--- src/rtl/cga_mac_segpt_pkg.sv ---
// Shared types and constants for the MAC/SEGPT page-table walk sequencer.
package cga_mac_segpt_pkg;

  typedef enum logic [2:0] {
    ST_IDLE  = 3'd0,
    ST_RD    = 3'd1,
    ST_CHK   = 3'd2,
    ST_WB    = 3'd3,
    ST_DONE  = 3'd4,
    ST_FAULT = 3'd5
  } state_e;

  // PTE bit positions
  localparam int PTE_WPM     = 15;
  localparam int PTE_RPM     = 14;
  localparam int PTE_FPM     = 13;
  localparam int PTE_WIP     = 12;
  localparam int PTE_PGU     = 11;
  localparam int PTE_RING_HI = 10;
  localparam int PTE_RING_LO = 9;

  localparam logic [1:0] FC_NONE = 2'b00;
  localparam logic [1:0] FC_PERM = 2'b01;
  localparam logic [1:0] FC_RING = 2'b10;
  localparam logic [1:0] FC_TMO  = 2'b11;

  // PTE as written back: page always marked used, write-in-progress only for writes.
  function automatic logic [15:0] wb_pte(input logic [15:0] pte, input logic wr);
    logic [15:0] r;
    r = pte;
    r[PTE_PGU] = 1'b1;
    if (wr) r[PTE_WIP] = 1'b1;
    return r;
  endfunction

endpackage

--- src/rtl/cga_mac_segpt_ptw_chk.sv ---
// Combinational PTE access check: permission fault beats ring fault; also
// reports whether the PTE status bits need a write-back.
module cga_mac_segpt_ptw_chk
  import cga_mac_segpt_pkg::*;
(
  input  logic [15:0] pte,
  input  logic [2:0]  acc,
  input  logic [1:0]  ring,
  output logic        fault,
  output logic [1:0]  fcode,
  output logic        wb_need
);

  logic perm_bad;
  logic ring_bad;

  always_comb begin
    perm_bad = (acc[2] & ~pte[PTE_WPM]) |
               (acc[1] & ~pte[PTE_RPM]) |
               (acc[0] & ~pte[PTE_FPM]);
    ring_bad = ring < pte[PTE_RING_HI:PTE_RING_LO];
    fault    = perm_bad | ring_bad;
    fcode    = perm_bad ? FC_PERM : (ring_bad ? FC_RING : FC_NONE);
    wb_need  = ~pte[PTE_PGU] | (acc[2] & ~pte[PTE_WIP]);
  end

endmodule

--- src/rtl/cga_mac_segpt_ptw.sv ---
// Page-table walk sequencer: fetch PTE, check rights, write back PGU/WIP, return PPN.
// Optional one-entry translation cache: define CGA_MAC_SEGPT_PTW_HIT_CACHE_EN.
module cga_mac_segpt_ptw
  import cga_mac_segpt_pkg::*;
#(
  parameter int TIMEOUT_CYCLES = 15,
  parameter int PPN_W          = 9
) (
  input  logic             MCLK,
  input  logic             RESET,
  input  logic [7:0]       SEG_7_0,
  input  logic             SEGZN,
  input  logic             REQ,
  input  logic [5:0]       VPN_5_0,
  input  logic [2:0]       ACC_2_0,
  input  logic [1:0]       RING_1_0,
  output logic             MREQ,
  output logic             MWE,
  output logic [13:0]      MADR_13_0,
  input  logic [15:0]      MDI_15_0,
  output logic [15:0]      MDO_15_0,
  input  logic             MACK,
  output logic             ACK,
  output logic             FAULT,
  output logic [1:0]       FCODE_1_0,
  output logic [PPN_W-1:0] PPN,
  output logic             BUSY,
  output state_e           dbg_state
);

  localparam logic [7:0] TMO_LAST = 8'(TIMEOUT_CYCLES - 1);

  state_e           state_q, state_d;
  logic [7:0]       cnt_q;
  logic [7:0]       seg_q;
  logic [5:0]       vpn_q;
  logic [2:0]       acc_q;
  logic [1:0]       ring_q;
  logic [15:0]      pte_q;
  logic [PPN_W-1:0] ppn_q;
  logic [1:0]       fcode_q;
  logic             chk_fault, chk_wb;
  logic [1:0]       chk_fcode;
  logic [15:0]      wb_data;
  logic             tmo;
  logic             cache_hit;

  cga_mac_segpt_ptw_chk u_chk (
    .pte     (pte_q),
    .acc     (acc_q),
    .ring    (ring_q),
    .fault   (chk_fault),
    .fcode   (chk_fcode),
    .wb_need (chk_wb)
  );

  assign wb_data = wb_pte(pte_q, acc_q[2]);
  assign tmo     = (cnt_q == TMO_LAST);

`ifdef CGA_MAC_SEGPT_PTW_HIT_CACHE_EN
  logic        cv_q, walked_q;
  logic [7:0]  cseg_q;
  logic [5:0]  cvpn_q;
  logic [15:0] cpte_q;

  assign cache_hit = cv_q && (cseg_q == SEG_7_0) && (cvpn_q == VPN_5_0);

  // Only walks that fetched from memory refill; a SEG change drops the entry at once.
  always_ff @(posedge MCLK) begin
    if (RESET) begin
      cv_q     <= 1'b0;
      walked_q <= 1'b0;
      cseg_q   <= '0;
      cvpn_q   <= '0;
      cpte_q   <= '0;
    end else begin
      if (state_q == ST_IDLE && REQ) walked_q <= 1'b0;
      if (state_q == ST_RD)          walked_q <= 1'b1;
      if (state_q == ST_DONE && walked_q) begin
        cv_q   <= 1'b1;
        cseg_q <= seg_q;
        cvpn_q <= vpn_q;
        cpte_q <= pte_q;
      end else if (state_d == ST_FAULT || (cv_q && SEG_7_0 != cseg_q)) begin
        cv_q <= 1'b0;
      end
    end
  end
`else
  assign cache_hit = 1'b0;
`endif

  always_ff @(posedge MCLK) begin
    if (RESET) state_q <= ST_IDLE;
    else       state_q <= state_d;
  end

  always_comb begin
    state_d = state_q;
    unique case (state_q)
      ST_IDLE:  if (REQ) begin
                  if (!SEGZN)         state_d = ST_DONE;
                  else if (cache_hit) state_d = ST_CHK;
                  else                state_d = ST_RD;
                end
      ST_RD:    if (MACK)     state_d = ST_CHK;
                else if (tmo) state_d = ST_FAULT;
      ST_CHK:   if (chk_fault)   state_d = ST_FAULT;
                else if (chk_wb) state_d = ST_WB;
                else             state_d = ST_DONE;
      ST_WB:    if (MACK)     state_d = ST_DONE;
                else if (tmo) state_d = ST_FAULT;
      ST_DONE,
      ST_FAULT: state_d = ST_IDLE;
      default:  state_d = ST_IDLE;
    endcase
  end

  always_ff @(posedge MCLK) begin
    if (RESET) begin
      cnt_q   <= '0;
      seg_q   <= '0;
      vpn_q   <= '0;
      acc_q   <= '0;
      ring_q  <= '0;
      pte_q   <= '0;
      ppn_q   <= '0;
      fcode_q <= '0;
    end else begin
      if (state_q == ST_IDLE && REQ) begin
        seg_q  <= SEG_7_0;
        vpn_q  <= VPN_5_0;
        acc_q  <= ACC_2_0;
        ring_q <= RING_1_0;
        if (!SEGZN) ppn_q <= PPN_W'(VPN_5_0);
`ifdef CGA_MAC_SEGPT_PTW_HIT_CACHE_EN
        if (SEGZN && cache_hit) pte_q <= cpte_q;
`endif
      end
      if (state_q == ST_RD && MACK) pte_q <= MDI_15_0;
      // Keep the PTE as written so a later cache fill stores the updated bits.
      if (state_q == ST_WB && MACK) pte_q <= wb_data;
      if (state_d == ST_DONE && state_q != ST_IDLE) ppn_q <= pte_q[PPN_W-1:0];
      if (state_d == ST_FAULT) fcode_q <= (state_q == ST_CHK) ? chk_fcode : FC_TMO;
      if ((state_d == ST_RD && state_q != ST_RD) || (state_d == ST_WB && state_q != ST_WB))
        cnt_q <= '0;
      else if (state_q == ST_RD || state_q == ST_WB)
        cnt_q <= cnt_q + 8'd1;
    end
  end

  // Memory handshake: MREQ holds with stable MADR/MWE/MDO until a one-cycle MACK
  // completes the cycle; a sampled RESET drops MREQ in the same cycle.
  always_comb begin
    MREQ     = 1'b0;
    MWE      = 1'b0;
    MDO_15_0 = '0;
    ACK      = 1'b0;
    FAULT    = 1'b0;
    unique case (state_q)
      ST_RD:    MREQ = ~RESET;
      ST_WB:    begin
                  MREQ     = ~RESET;
                  MWE      = ~RESET;
                  MDO_15_0 = wb_data;
                end
      ST_DONE:  ACK = 1'b1;
      ST_FAULT: begin
                  ACK   = 1'b1;
                  FAULT = 1'b1;
                end
      default:  ;
    endcase
  end

  assign MADR_13_0 = {seg_q, vpn_q};
  assign FCODE_1_0 = fcode_q;
  assign PPN       = ppn_q;
  assign BUSY      = (state_q != ST_IDLE);
  assign dbg_state = state_q;

endmodule
--- config.mk ---
export PLATFORM = sky130hd
export DESIGN_NAME = cga_mac_segpt_ptw
export DESIGN_NICKNAME = d
export VERILOG_FILES = /design/src/rtl/cga_mac_segpt_pkg.sv /design/src/rtl/cga_mac_segpt_ptw_chk.sv /design/src/rtl/cga_mac_segpt_ptw.sv
export SDC_FILE = /design/constraint.sdc
export NUM_CORES = 1
export LEC_CHECK = 0
export ABC_AREA = 1
export CORE_MARGIN = 5
export CORE_UTILIZATION = 45
export DETAILED_ROUTE_END_ITERATION = 10
export PLACE_DENSITY = 0.8
export SYNTH_ARGS = -nofsm -noshare
export SYNTH_HDL_FRONTEND = slang
export SYNTH_SLANG_ARGS = --single-unit
--- constraint.sdc ---
create_clock -name MCLK -period 1.9 [get_ports MCLK]
set_input_delay 0.38 -clock MCLK [delete_from_list [all_inputs] [get_ports MCLK]]
set_output_delay 0.38 -clock MCLK [all_outputs]
set_load 0.05 [all_outputs]
# Yosys cells after proc, flatten, opt, wreduce, memory -nomap -nowiden
# Cells that the tools add are included.
# Widths: inputs -> output; s select.
[word_totals]
reg_bits = 57
out_inout_bits = 49
[op_classes]
n_eq_ne = 13
n_reduce_logical = 17
n_bitwise = 15
mux = 22
n_addsub = 1
magnitude_cmp = 1
[ops]
columns = ["op", "n"]
rows = [
  ["$mux 9", 3],
  ["$mux 13", 2],
  ["$mux 3", 7],
  ["$mux 16", 1],
  ["$eq 3x3->1 const B", 4],
  ["$pmux 3 s4", 1],
  ["$eq 3x2->1 const B", 3],
  ["$add 8x1->8 const B", 1],
  ["$eq 8x4->1 const B", 1],
  ["$not 1->1", 7],
  ["$eq 3x1->1 const B", 2],
  ["$logic_and 1x1->1", 6],
  ["$mux 2", 3],
  ["$reduce_or 2->1", 3],
  ["$mux 1", 5],
  ["$and 1x1->1", 4],
  ["$or 1x1->1", 4],
  ["$reduce_and 2->1", 2],
  ["$reduce_bool 2->1", 2],
  ["$logic_not 3->1", 1],
  ["$ne 3x1->1 const B", 1],
  ["$ne 3x2->1 const B", 1],
  ["$reduce_bool 3->1", 1],
  ["$logic_or 1x1->1", 2],
  ["other kinds (2)", 2],
]

# Logic depth before layout (Yosys ltp)
# Gate-level depths: netlist of run 1.
[depth]
word_depth = 11
ltp_mapped = 12

# Hierarchy
# A second synthesis of run 1 with hierarchy kept.
[unflattened]
cells_unflattened = 376
area_unflattened_um2 = 2636.3
[modules_own_cells]
columns = ["module", "seq_area_each_um2", "instances", "cells_per_inst", "area_each_um2"]
rows = [
  ["cga_mac_segpt_ptw", 1141.1, 1, 354, 2518.7],
  ["cga_mac_segpt_ptw_chk", 0.0, 1, 22, 117.6],
]

# Worst setup path after synthesis of run 1
# OpenSTA, ideal clock, no wires.
[synth_path]
path_kind = "reg-to-output"
start = "register state_q[0] (netlist: dbg_state[0])"
end = "output MDO_15_0[10]"
setup_slack_ns = -0.901
arrival_ns = 2.421
path_stages_with_launch = 6
required_time_ns = 1.520
n_path_buf = 1
cell_sequence = "dfxtp_1 > nand2_2 > nor2_2 > inv_2 > clkbuf_1 > nor2_1"
[synth_via]
elab_chain_cells = 2
[synth_lines]
columns = ["element", "line", "text"]
rows = [
  ["start, declared", "cga_mac_segpt_ptw.sv:33", "state_e state_q, state_d;"],
  ["start signal, assigned", "cga_mac_segpt_ptw.sv:95", "else state_q <= state_d;"],
  ["$eq 3x2->1", "cga_mac_segpt_ptw.sv:160", "unique case (state_q)"],
  ["$mux 16", "cga_mac_segpt_ptw.sv:160", ""],
  ["end, declared", "cga_mac_segpt_ptw.sv:21", "output logic [15:0] MDO_15_0,"],
]
# No other way between the ends.

# Worst setup path in the final report of run 1
[layout_path]
start = "register state_q[2] (netlist: dbg_state[2])"
end = "output MDO_15_0[8]"
# Same word-level chain as after synthesis.

==> flow_metrics.tcl, run 1 <==
set metrics [dict create \
    yosys.area.top_type "dfxtp_1" \
    first_iter_violations 182 \
    portBuffers 88 \
    antenna_left 0 \
    dr_wl_met2_mm 4.06 \
    dr.pass1.iters 5 \
    post_drt_wl_per_cell_microns 15.3 \
    min_period_over_period_pct 102 \
    final-setup-viol-count 7 \
    grt_pass1_vias 2524 \
    fill_cells 393 \
    rsz0062_at_grt "true" \
    cts_sinks 57 \
    route.layer.met1.wl_mm 3.21 \
    crit_path_cell_trace "inv_6, nand2_8, nor2_4, buf_12, buf_12, inv_12, nor2_4, buf_12" \
    synth-edff-count 0 \
    synth_compound_area_share_pct 14.8 \
    max_stage_delay_ns 0.36 \
    grt-ovfl-total 0 \
    clk_path_buf_depth 2 \
    layout_commonest_cell "nand2_1" \
    synth-simple-area-share_pct 28.8 \
    synthArstFlopShare_pct 0 \
    final_cell_mix "nand2_1 (57), dfxtp_1 (54), nor2_1 (49)" \
    slew_headroom_pct 65.3 \
    status "finished with violations" \
    muxShareOfSynthArea_pct 0 \
    hold_viol_final 0 \
    die_area_sq_um 7160 \
    clockRootBuffer "clkbuf_8" \
    synth_nets 387 \
    grt_pass1_wl_mm 11.7 \
    yosysUniqueCellTypes 30 \
    initial_utilization_pct 45.7 \
    top_layer "met4" \
    post_dp_cell_area_sq_um 3780 \
    p_total_uw 3580 \
    cellPowerDensity_nw_per_um2 850 \
    io_pins 89 \
    cts_inserted_buffers 9 \
    cts_hold_buf 0 \
    clk_latency_ns 0.34 \
    netlist_instances 344 \
    vdd_drop_max_v 0.000527 \
    drt_wl_total_mm 8.12 \
    syn_area_sq_um 2500 \
    clkTransAtPathRegs_ns 0.06 \
    post-route-min-period_ns 1.94 \
    arrival_ns 1.56 \
    ys_warn_count 0 \
    wl_met3_microns 679 \
    p_leak_uw 0.00184 \
    die_h_microns 84.6 \
    gp_congestion 0.889 \
    grt_start_max_net_pins 30 \
    criticalPathCategory "reg -> out" \
    fin_ws_ns -0.0403 \
    worstSetupEndpointType "output pin" \
    diodes 0 \
    maxSlewViolCount 0 \
    min_path_type "reg -> reg" \
    finClkSkew_ns 0.00757 \
    final_util_pct 77.0 \
    drv_cap 0 \
    synth_top_cells_by_area "dfxtp_1 (46%), nor2_1 (9.7%), nand2_1 (8.7%), o21ai_0 (7.2%), a21oi_1 (6.6%)" \
    fin_tns_setup_ns -0.128 \
    worst_pin_slew_ns 0.519 \
    synth_top_area_share_pct 45.6 \
    drive_above_1_share_pct 23.6 \
    synth-main-ff-cell "dfxtp_1" \
    crit_path_frequent_cell "buf_12" \
    vias 2701 \
    areaGrowthSynthToFinish_pct 68.3 \
    slowest_stage "dfxtp_4" \
    track_usage_pct 20.5 \
    fin_area_sq_um 4210 \
    h-tree-depth 3 \
    clock.fmax_mhz 515 \
    layout.nets 496 \
    via_per_inst 5.10 \
    hpwl_mm 5.30 \
    drc 0 \
    cts_tree "built" \
    coreArea_sq_um 5470 \
    antenna_found_initial 0 \
    synthXorXnorAreaFrac_pct 1.40 \
    cp-start-kind "flop" \
    num_rows 27 \
    fp.dieW_microns 84.6 \
    avgSynthCellArea_sq_um 7.28 \
    synth_seq_cells 57 \
    synth_top_family_by_area "simple AND/OR/NAND/NOR gates" \
    path_delay_family "buffers and inverters" \
    path_buf_inv 5 \
    cp_max_fo 8 \
    synth_fa_ha_area_share_pct 1.50 \
    ys_seq_area_share_pct 45.6 \
    whs_ns 0.461 \
    violations "negative setup slack" \
    cp.required_ns 1.52 \
]
==> per-stage QoR <==
step	cells	worst slack, ns
final	530	-0.0403
after CTS	520	0.00584
after global placement	503	0.0565
after global routing	530	-0.0860
after floorplan	344	-0.0390
after detailed placement	503	-0.000496
==> per-layer routing <==
layer	track usage (%)	vias to the layer above
met5	0	-
met4	8.06	0
met3	6.58	19
met2	34.3	135
met1	24.3	1222
li1	-	1325
==> report_power, final <==
part | leakage, uW | internal, uW | switching, uW
Sequential | 0.000469 | 1300 | 60.9
Combinational | 0.00126 | 345 | 611
Clock | 0.000112 | 763 | 507
==> synthesized netlist by cell type, types with 3 or more instances <==
cell and number:
nor2_1 65, nand2_1 58, dfxtp_1 57, o21ai_0 36, a21oi_1 33, inv_1 32, nand3_1 16, clkbuf_1 8
inv_2 5, nor3_1 5, buf_1 3, ha_1 3, xor2_1 3
==> sequential cells by signal (all words and copies together), names as in the netlist <==
name       flops
acc_q          3
pte_q         16
seg_q          8
ring_q         2
dbg_state      3
cnt_q          8
FCODE_1_0      2
PPN            9
vpn_q          6
==> final timing paths <==
path	startpoint	endpoint	slack, ns	cells past startpoint
min reg2reg	acc_q[0]	acc_q[0]	0.46	2
max	dbg_state[2]	MDO_15_0[8]	-0.04	8
min	acc_q[0]	acc_q[0]	0.46	2
max reg2reg	dbg_state[1]	PPN[0]	0.11	12
==> final cells by class <==
type,count,area (sq um),area share (%)
clock buffers,11,174,4.13
clock inverters,5,58.8,1.40
inverters,37,156,3.71
multi-input cells,237,1310,31.0
flip-flops and latches,57,1150,27.4
well taps,72,90.1,2.14
repair buffers,109,1250,29.6
repair inverters,2,25.0,0.594
==> worst reg2reg max path, cell delays in order (launching register included) <==
cell	delay (ns)
dfxtp_4	0.37
inv_2	0.15
nor2_4	0.07
buf_12	0.13
buf_12	0.12
inv_12	0.10
nand2_1	0.06
nand2_1	0.10
nand3b_4	0.13
buf_4	0.17
nand3_1	0.07
nand2_1	0.07
a21oi_1	0.16
==> cell families after synthesis <==
family | after synthesis
AO/OA/AOI/OAI | 72
XOR/XNOR | 4
adder cells (fa/ha/maj) | 3
buffers and inverters | 50
flip-flops | 57
AND/OR/NAND/NOR | 158
==> repair_timing <==
action | CTS | global route
setup endpoints to repair | 16 | 32
pin swaps | 1 | 4
gates resized for setup | 3 | 22
setup buffers | 1 | 8
gates cloned | 0 | 2
Note: power is estimated with default switching activity, not from simulation.
==> run 2, diff against run 1 <==
--- a/config.mk
+++ b/config.mk
@@ -6,6 +6,7 @@
 export NUM_CORES = 1
 export LEC_CHECK = 0
 export ABC_AREA = 1
+export CORE_ASPECT_RATIO = 2
 export CORE_MARGIN = 5
 export CORE_UTILIZATION = 45
 export DETAILED_ROUTE_END_ITERATION = 10
==> run 2 against run 1 <==
Compared with the run above: the run still ends with negative setup slack left; first-iteration DRC count down 32%; cell count decreased by 2.1%; global-route usage is 0.22 points lower; highest routed layer unchanged; clock power grew 13%; critical path type unchanged.
==> flow_metrics.tcl, run 2 (synthesis results as in run 1) <==
set metrics [dict create \
    r2r_cells 11 \
    min_period_over_period_pct 100 \
    io_pins 89 \
    grt_pass1_vias 2665 \
    drc 0 \
    num_rows 38 \
    rr_endpoint "PPN[0]" \
    p_switching_uw 1150 \
    criticalPathCategory "reg -> out" \
    post_drt_wl_per_cell_microns 15.3 \
    track_usage_pct 20.3 \
    p_leak_uw 0.00184 \
    dr.pass1.iters 4 \
    areaGrowthSynthToFinish_pct 70.3 \
    dp.cells 492 \
    antenna_left 0 \
    antenna_found_initial 0 \
    grt_start_max_net_pins 36 \
    post-route-min-period_ns 1.90 \
    die_area_sq_um 7250 \
    min_path_type "reg -> reg" \
    vias 2686 \
    fin_tns_setup_ns -0.00165 \
    arrival_ns 1.52 \
    clk_path_buf_depth 2 \
    crit_path_cell_trace "inv_6, nand2_8, nor2_4, buf_12, clkinv_8, nor2_4, buf_12" \
    via_per_inst 5.18 \
    maxSlewViolCount 0 \
    clock.fmax_mhz 526 \
    layout.nets 497 \
    drive_above_1_share_pct 22.4 \
    final_cells 519 \
    initial_utilization_pct 46.2 \
    final_cell_mix "nand2_1 (57), dfxtp_1 (54), clkdlybuf4s50_1 (54)" \
    finClkSkew_ns 0.0101 \
    cp.required_ns 1.52 \
    gp_congestion 0.871 \
    path_delay_family "buffers and inverters" \
    fp.dieW_microns 62.7 \
    whs_endpoint "ring_q[0]" \
    fin_ws_ns -0.00165 \
    slew_headroom_pct 64.9 \
    cp_max_fo 5 \
    clkTransAtPathRegs_ns 0.07 \
    cts_tree "built" \
    clkPwrFrac_pct 38.1 \
    worstSetupEndpointType "output pin" \
    die_h_microns 115 \
    cts_hold_buf 0 \
    max_stage_delay_ns 0.37 \
    cellPowerDensity_nw_per_um2 882 \
    vdd_drop_max_v 0.00105 \
    diodes 0 \
    cts_inserted_buffers 9 \
    drv_cap 0 \
    final-setup-viol-count 1 \
    clk_latency_ns 0.34 \
    clockRootBuffer "clkbuf_8" \
    cp-start-kind "flop" \
    portBuffers 88 \
    grt-ovfl-total 0 \
    r2r-start "dbg_state[1]" \
    coreArea_sq_um 5420 \
    path_buf_inv 4 \
    pwr-share-comb_pct 25.7 \
    place_ws_ns -0.0352 \
    largest_reg_flops 16 \
    layout_commonest_cell "nand2_1" \
    worstHoldPathCells 2 \
    grt_pass1_wl_mm 11.6 \
    worst_pin_slew_ns 0.526 \
    drt_wl_total_mm 7.93 \
    h-tree-depth 3 \
    first_iter_violations 124 \
    pwr-share-seq_pct 36.1 \
    r2r_setup_slack_ns 0.15 \
    cts_sinks 57 \
    rsz0062_at_grt "true" \
    slowest_stage "dfxtp_4" \
    regMostFlops "pte_q" \
    p_sw_share_pct 30.7 \
    violations "negative setup slack" \
    worstHoldStart "ring_q[0]" \
    p_int_uw 2610 \
    status "finished with violations" \
    hpwl_mm 5.59 \
    hold_viol_final 0 \
    whs_ns 0.467 \
]
## run 2: how the worst max path moves through the flow
stage / depth (start not counted) / startpoint / slack, ns / end
after floorplan: 6 / dbg_state[2] / -0.04 / MDO_15_0[10]
after global placement: 9 / REQ / -0.01 / PPN[1]
after detailed placement: 9 / REQ / -0.04 / PPN[8]
after CTS: 6 / dbg_state[2] / -0.003 / MDO_15_0[2]
after global routing: 7 / dbg_state[2] / -0.06 / MDO_15_0[6]
final: 7 / dbg_state[2] / -0.002 / MDO_15_0[6]
## run 2: power by group through the flow
stage                     Clock (uW)  Combinational (uW)  Sequential, uW
after floorplan                    0                 374            1580
after global placement             0                 905            1380
after detailed placement           0                 925            1380
after CTS                       1450                 935            1350
after global routing            1520                1040            1370
final                           1430                 968            1360
## run 2: per-layer routing
metal,vias up,wire length (microns),GRT usage (%)
met5,-,0,0
met4,0,359,11.5
li1,1324,-,-
met3,29,473,6.98
met2,85,4390,37.7
met1,1248,2700,18.8
## run 2: layout make-up
cell class                 instances  area (sq um)
tap                               60          75.1
inverter                          37           156
clock inverter                     5           100
timing repair inverter             2          17.5
multi-input combinational        237          1320
clock buffer                      11           153
sequential                        57          1150
fill                             383          1160
timing repair buffer             110          1290
## run 2: metrics by stage
step	utilization, %	power (uW)	cell area, sq um
floorplan	-	1950	2640
global placement	70.4	2280	3810
detailed placement	70.4	2300	3810
CTS	75.6	3740	4100
global route	78.7	3920	4260
finish	78.7	3760	4260
## run 2: tightest hold or removal path, delay by kind of cell (launching register included)
family                 cells  cell delay (ns)
DFF                        1             0.30
buffers and inverters      1             0.06
AOI/OAI and AO/OA          1             0.06
## run 2: repair_timing
action,CTS,global route
setup buffers,1,8
gates cloned,0,2
gates resized for setup,5,19
setup endpoints to repair,16,35
pin swaps,1,5
